`src/rtl/pdm_cic_decimator.sv`:
```
// PDM microphone front end: generates pdm_clk, captures the 1-bit stream and
// decimates it with a CIC_ORDER-stage CIC into signed DATA_WIDTH-bit PCM.
// Optional build macro PDM_CIC_SATURATE_EN clamps the scaled result instead of wrapping.
`timescale 1ns/1ps
module pdm_cic_decimator #(
  parameter int DATA_WIDTH = 16,
  parameter int CIC_ORDER  = 4,
  parameter int DECIMATION = 64,
  parameter int CLK_DIV    = 2
) (
  input  logic                  clk,
  input  logic                  rst_n,
  input  logic                  en,
  input  logic                  pdm_data,
  output logic                  pdm_clk,
  output logic [DATA_WIDTH-1:0] out_data,
  output logic                  out_valid
);

  localparam int LOG2_DEC = $clog2(DECIMATION);
  localparam int W        = CIC_ORDER * LOG2_DEC + 2;
  localparam int S        = CIC_ORDER * LOG2_DEC - (DATA_WIDTH - 1);
  localparam int DIV_W    = (CLK_DIV > 1) ? $clog2(CLK_DIV) : 1;

  // Reject parameter sets the datapath cannot represent.
  if (S < 0) begin : g_chk_shift
    $error("pdm_cic_decimator: CIC growth smaller than DATA_WIDTH-1");
  end
  if ((DECIMATION < 2) || ((1 << LOG2_DEC) != DECIMATION)) begin : g_chk_dec
    $error("pdm_cic_decimator: DECIMATION must be a power of two >= 2");
  end
  if (CLK_DIV < 1) begin : g_chk_div
    $error("pdm_cic_decimator: CLK_DIV must be >= 1");
  end

  logic [DIV_W-1:0]    div_cnt;
  logic [LOG2_DEC-1:0] dec_cnt;
  logic [1:0]          sync_q;
  logic                tick;
  logic                strobe;
  logic signed [W-1:0] x_map;
  logic signed [W-1:0] integ   [CIC_ORDER];
  logic signed [W-1:0] dly     [CIC_ORDER];
  logic signed [W-1:0] comb_in [CIC_ORDER];
  logic signed [W-1:0] comb_res;
  logic signed [W-1:0] scaled;
  logic [DATA_WIDTH-1:0] pcm;

  // Tick is the cycle whose edge takes the registered pdm_clk from 1 to 0.
  assign tick   = en && pdm_clk && (div_cnt == DIV_W'(CLK_DIV - 1));
  assign strobe = tick && (dec_cnt == LOG2_DEC'(DECIMATION - 1));
  assign x_map  = sync_q[1] ? W'(1) : {W{1'b1}};

  // Half-period divider and microphone clock; disabled holds both at zero.
  always_ff @(posedge clk or negedge rst_n) begin
    if (!rst_n) begin
      div_cnt <= '0;
      pdm_clk <= 1'b0;
    end else if (!en) begin
      div_cnt <= '0;
      pdm_clk <= 1'b0;
    end else if (div_cnt == DIV_W'(CLK_DIV - 1)) begin
      div_cnt <= '0;
      pdm_clk <= ~pdm_clk;
    end else begin
      div_cnt <= div_cnt + DIV_W'(1);
    end
  end

  // Two-flop synchroniser for the asynchronous microphone data.
  always_ff @(posedge clk or negedge rst_n) begin
    if (!rst_n) sync_q <= 2'b00;
    else        sync_q <= {sync_q[0], pdm_data};
  end

  // Pipelined integrator cascade and decimation counter, advanced per tick.
  always_ff @(posedge clk or negedge rst_n) begin
    if (!rst_n) begin
      dec_cnt <= '0;
      for (int i = 0; i < CIC_ORDER; i++) integ[i] <= '0;
    end else if (!en) begin
      dec_cnt <= '0;
      for (int i = 0; i < CIC_ORDER; i++) integ[i] <= '0;
    end else if (tick) begin
      dec_cnt  <= dec_cnt + LOG2_DEC'(1);
      integ[0] <= integ[0] + x_map;
      for (int i = 1; i < CIC_ORDER; i++) integ[i] <= integ[i] + integ[i-1];
    end
  end

  // Comb chain evaluated in one cycle from the last integrator.
  always_comb begin
    logic signed [W-1:0] acc;
    acc = integ[CIC_ORDER-1];
    for (int i = 0; i < CIC_ORDER; i++) begin
      comb_in[i] = acc;
      acc        = acc - dly[i];
    end
    comb_res = acc;
  end

  assign scaled = comb_res >>> S;

`ifdef PDM_CIC_SATURATE_EN
  localparam logic signed [W-1:0] MAX_VAL = W'((1 << (DATA_WIDTH - 1)) - 1);
  localparam logic signed [W-1:0] MIN_VAL = W'(-(1 << (DATA_WIDTH - 1)));

  // Clamp to the signed PCM range so +full-scale lands on the max code.
  always_comb begin
    pcm = scaled[DATA_WIDTH-1:0];
    if (scaled > MAX_VAL)      pcm = MAX_VAL[DATA_WIDTH-1:0];
    else if (scaled < MIN_VAL) pcm = MIN_VAL[DATA_WIDTH-1:0];
  end
`else
  logic unused_scaled;
  assign unused_scaled = ^scaled;

  // Plain truncation; +full-scale wraps to the most negative code.
  always_comb begin
    pcm = scaled[DATA_WIDTH-1:0];
  end
`endif

  // Comb delay lines and PCM output register, updated on the decimation strobe.
  always_ff @(posedge clk or negedge rst_n) begin
    if (!rst_n) begin
      out_valid <= 1'b0;
      out_data  <= '0;
      for (int i = 0; i < CIC_ORDER; i++) dly[i] <= '0;
    end else if (!en) begin
      out_valid <= 1'b0;
      for (int i = 0; i < CIC_ORDER; i++) dly[i] <= '0;
    end else begin
      out_valid <= strobe;
      if (strobe) begin
        out_data <= pcm;
        for (int i = 0; i < CIC_ORDER; i++) dly[i] <= comb_in[i];
      end
    end
  end

endmodule

```
`config.mk`:
```
export PLATFORM = sky130hd
export DESIGN_NAME = pdm_cic_decimator
export DESIGN_NICKNAME = d
export VERILOG_FILES = /design/src/rtl/pdm_cic_decimator.sv
export SDC_FILE = /design/constraint.sdc
export NUM_CORES = 1
export LEC_CHECK = 0
export ABC_CLOCK_PERIOD_IN_PS = 11100
export BUFFER_PORTS_ARGS = -buffer_cell sky130_fd_sc_hd__buf_2
export CAP_MARGIN = 10
export CORE_ASPECT_RATIO = 1.2
export CORE_MARGIN = 3
export CORE_UTILIZATION = 45
export DETAILED_ROUTE_END_ITERATION = 8
export PLACE_DENSITY_LB_ADDON = 0.25
export SYNTH_ARGS = -nofsm -noshare
export SYNTH_HDL_FRONTEND = slang
export SYNTH_SLANG_ARGS = --single-unit
```
`constraint.sdc`:
```
create_clock -name clk -period 11.1 [get_ports clk]
set_input_delay 0.555 -clock clk [delete_from_list [all_inputs] [get_ports clk]]
set_output_delay 0.555 -clock clk [all_outputs]
set_load 0.05 [all_outputs]
```
==> run summary <==
=================================================================================
Result of the run                                                    finished clean
Number of rows in the core area                                                77
Clock tree from TritonCTS                                                   built
Yosys cell types                                                               67
Synth-to-Final Area Change                                                  8.39%
Num CTS Buffers                                                                27
Worst path max stage delay                                                0.51 ns
Routed length per placed instance                                         14.3 um
Sequential fraction of the synthesis area                                   33.4%
Count leader, synth                                                  sky130_fd_sc_hd__nand2_1
Nets in the synthesized netlist                                              2200
Most used flip-flop cell after synthesis                             sky130_fd_sc_hd__dfrtp_1
Path class of the lowest-slack min-delay path                         in -> async
Synthesized-area fraction occupied by and/or/nand/nor cells                 15.2%
DRT iter0 DRCs                                                                630
Compound-cell area share of the yosys netlist                               23.0%
Max Buffers Root-to-Sink                                                        3
Mux contribution to synthesized area                                       0.353%
Family with the most delay on the worst path                         compound AO/OA/AOI/OAI gates
Max-slew headroom                                                           21.7%
Depth of the CTS H-tree                                                         1
Proportion of layout cells with a drive suffix above 1                      4.74%
Number of max-cap violations                                                    0
Adder and majority gate portion of the synthesized area                     14.9%
Leftover overflow at the end of global routing                                  0
Hold WS                                                                0.00508 ns
Data arrival time of the critical path                                    7.77 ns
Post-synthesis register bit count                                             227
Cell types occupying the most area after synthesis                   sky130_fd_sc_hd__dfrtp_1 (33%), sky130_fd_sc_hd__ha_1 (14%), sky130_fd_sc_hd__nand2_1 (6.8%), sky130_fd_sc_hd__a21oi_1 (5.5%), sky130_fd_sc_hd__xnor2_1 (5.5%)
Sum Neg Setup Slack                                                          0 ns
Share of synthesized registers carrying an async set or reset                100%
Total Routed Length                                                       35.5 mm
Worst-margin pin slew                                                     1.17 ns
Main combinational cell family by area after synthesis               compound AO/OA/AOI/OAI gates
Worst clock skew                                                        0.0136 ns
Type of the worst setup path                                           reg -> reg
DRC viols                                                                       0
Vertical die dimension                                                     219 um
Number of setup violations in the final report                                  0
XOR/XNOR share of the synthesized area                                      8.41%
Hold Vio Cnt, Final                                                             0
P_leak                                                                    8.85 nW
Port Buf Inserts                                                               21
Minimum period implied by the final worst setup slack                     7.36 ns
CTS Hold Bufs                                                                   0
Bufs and invs on worst path                                                     0
Effective utilization at floorplan                                          45.9%
Largest fanout on the critical path                                             5
Unrepaired setup endpoints after global routing                             false
Count of buffers added by post-CTS timing repair for setup                      0
Number of global-route vias before repair                                   13700
Number of inserted diodes                                                       0
Worst VDD drop                                                         0.000135 V
Width of the chip                                                          184 um
Power density normalized to cell area                                 165 nW/um^2
Highest attainable clock frequency                                        136 MHz
Synthesis warning total                                                         0
Standard cell core area                                                37100 um^2
Kind of end point of the critical path                                       flop
Power, Total                                                            0.00305 W
Number of pins exceeding their max-slew limit in the final report               0
Post-synth top area cell                                             sky130_fd_sc_hd__dfrtp_1
Dpl hpwl                                                                  24.6 mm
Startpoint type of the worst setup path                                      flop
I/O Pins                                                                       22
Gate Count Post-Synth                                                        1998
Antenna violations before repair                                                0
Maximum number of pins on one net before global-route repair                  136
Total die area                                                         40200 um^2
Clock latency of the later-clocked register in the worst-skew pair        0.54 ns
Clock Sinks                                                                   227
Root Buffer                                                          sky130_fd_sc_hd__clkbuf_16
TritonRoute pass-1 iters                                                        5
Overall Global Routing Usage                                                17.9%
Synth top cells by count                                             sky130_fd_sc_hd__nand2_1 (308), sky130_fd_sc_hd__dfrtp_1 (227), sky130_fd_sc_hd__ha_1 (191)
Max stage delay cell, worst path                                     sky130_fd_sc_hd__a221oi_1
Final Worst Setup Slack                                                   3.74 ns
Count of nets left with antenna violations after detail routing                 0
GPL Wtd Cong                                                                0.851
Average size of a mapped cell                                           8.52 um^2
Synth Cell Area                                                        17000 um^2
Nets                                                                         2190
Worst setup timing slack at the placement stage                           3.66 ns
Number of flops mapped to enable cells by yosys                                 0
Global-route wire length before repair                                    62.6 mm
Total vias in the final route                                               13700
Via density                                                                  5.52
Share of the synthesized area in the top cell type                          33.4%
Post-CTS Resized                                                                0
Post-route fraction of the period consumed by the critical path             66.3%
Clock slew at reported path FFs                                           0.06 ns
Data required time at the worst endpoint                                 11.51 ns
=================================================================================
[layout make-up]
| class | instances | area [um^2] |
|---|---|---|
| Sequential cell | 227 | 5680 |
| Tap cell | 474 | 593 |
| Clock buffer | 33 | 728 |
| Timing Repair Buffer | 30 | 183 |
| Fill cell | 3461 | 18600 |
| Clock inverter | 14 | 178 |
| Inverter | 144 | 548 |
| Multi-Input combinational cell | 1558 | 10500 |
[layer usage]
| metal | vias up | wire length [um] | track usage, % |
|---|---|---|---|
| met1 | 6438 | 16100 | 21.9 |
| met3 | 63 | 826 | 1.82 |
| met5 | - | 0 | 0 |
| li1 | 7042 | - | - |
| met2 | 136 | 17800 | 33.3 |
| met4 | 0 | 787 | 4.93 |
[worst paths after layout]
path | from | cells past startpoint | slack [ns] | to
max | comb_in[79]$_DFFE_PN0P_ | 34 | 3.74 | out_data[14]$_DFFE_PN0P_
min | rst_n | 1 | 0.005 | dly[27]$_DFFE_PN0P_
max reg2reg | comb_in[79]$_DFFE_PN0P_ | 34 | 3.74 | out_data[14]$_DFFE_PN0P_
min reg2reg | sync_q[0]$_DFF_PN0_ | 0 | 0.35 | sync_q[1]$_DFF_PN0_
max in group asynchronous | rst_n | 2 | 9.62 | integ[30]$_DFFE_PN0P_
min in group clk | pdm_data | 1 | 0.12 | sync_q[0]$_DFF_PN0_
[cell usage in the layout (no fill, tap or decap), types with 4 or more instances in the layout]
| master | Yosys | layout |
|---|---|---|
| sky130_fd_sc_hd__a211o_1 | 7 | 7 |
| sky130_fd_sc_hd__a211oi_1 | 18 | 18 |
| sky130_fd_sc_hd__a21boi_0 | 6 | 6 |
| sky130_fd_sc_hd__a21o_1 | 89 | 89 |
| sky130_fd_sc_hd__a21oi_1 | 188 | 188 |
| sky130_fd_sc_hd__a31o_2 | 4 | 4 |
| sky130_fd_sc_hd__a31oi_1 | 18 | 18 |
| sky130_fd_sc_hd__a41oi_1 | 4 | 4 |
| sky130_fd_sc_hd__and2_1 | 9 | 8 |
| sky130_fd_sc_hd__and3_1 | 16 | 16 |
| sky130_fd_sc_hd__buf_2 | 1 | 20 |
| sky130_fd_sc_hd__buf_4 | 1 | 9 |
| sky130_fd_sc_hd__bufinv_16 | 0 | 4 |
| sky130_fd_sc_hd__clkbuf_16 | 0 | 27 |
| sky130_fd_sc_hd__clkinv_2 | 0 | 7 |
| sky130_fd_sc_hd__dfrtp_1 | 227 | 227 |
| sky130_fd_sc_hd__fa_1 | 7 | 7 |
| sky130_fd_sc_hd__ha_1 | 191 | 191 |
| sky130_fd_sc_hd__inv_1 | 142 | 142 |
| sky130_fd_sc_hd__mux2i_1 | 6 | 6 |
| sky130_fd_sc_hd__nand2_1 | 308 | 307 |
| sky130_fd_sc_hd__nand2b_1 | 21 | 21 |
| sky130_fd_sc_hd__nand3_1 | 52 | 52 |
| sky130_fd_sc_hd__nand3b_1 | 5 | 5 |
| sky130_fd_sc_hd__nand4_1 | 8 | 8 |
| sky130_fd_sc_hd__nor2_1 | 87 | 87 |
| sky130_fd_sc_hd__nor2b_1 | 19 | 19 |
| sky130_fd_sc_hd__nor3_1 | 30 | 30 |
| sky130_fd_sc_hd__o211ai_1 | 7 | 7 |
| sky130_fd_sc_hd__o21a_1 | 15 | 15 |
| sky130_fd_sc_hd__o21ai_0 | 90 | 90 |
| sky130_fd_sc_hd__o21ai_1 | 10 | 10 |
| sky130_fd_sc_hd__o21bai_1 | 28 | 28 |
| sky130_fd_sc_hd__o31ai_1 | 94 | 94 |
| sky130_fd_sc_hd__or2_2 | 5 | 5 |
| sky130_fd_sc_hd__or3_1 | 11 | 10 |
| sky130_fd_sc_hd__or4_1 | 4 | 4 |
| sky130_fd_sc_hd__xnor2_1 | 107 | 107 |
| sky130_fd_sc_hd__xor2_1 | 51 | 51 |
[cell families after synthesis]
logic type / Yosys count
AO/OA/AOI/OAI: 609
AND/OR/NAND/NOR: 585
flip-flops: 227
buffers and inverters: 213
adder cells (fa/ha/maj): 198
XOR/XNOR: 160
multiplexers: 6
[power breakdown]
part	internal (W)	switching, W	leakage, nW
Clock	0.000555	0.000361	0.442
Combinational	0.000555	0.000732	5.25
Sequential	0.000835	0.00000809	3.16
[metrics by stage]
step                      instance area [um^2]  utilization, %  std cells
after floorplan                          17000               -       1998
after global placement                   17500            47.3       2433
after detailed placement                 17500            47.3       2433
after CTS                                18500            49.7       2480
after global routing                     18500            49.7       2480
final                                    18500            49.7       2480
[registers in the layout, indices dropped and copies added, names as in the netlist]
signal,flops
comb_in,25
dec_cnt,6
div_cnt,1
dly,100
integ,75
out_data,16
out_valid,1
pdm_clk,1
sync_q,2
Power figures use the tool's default switching activity.
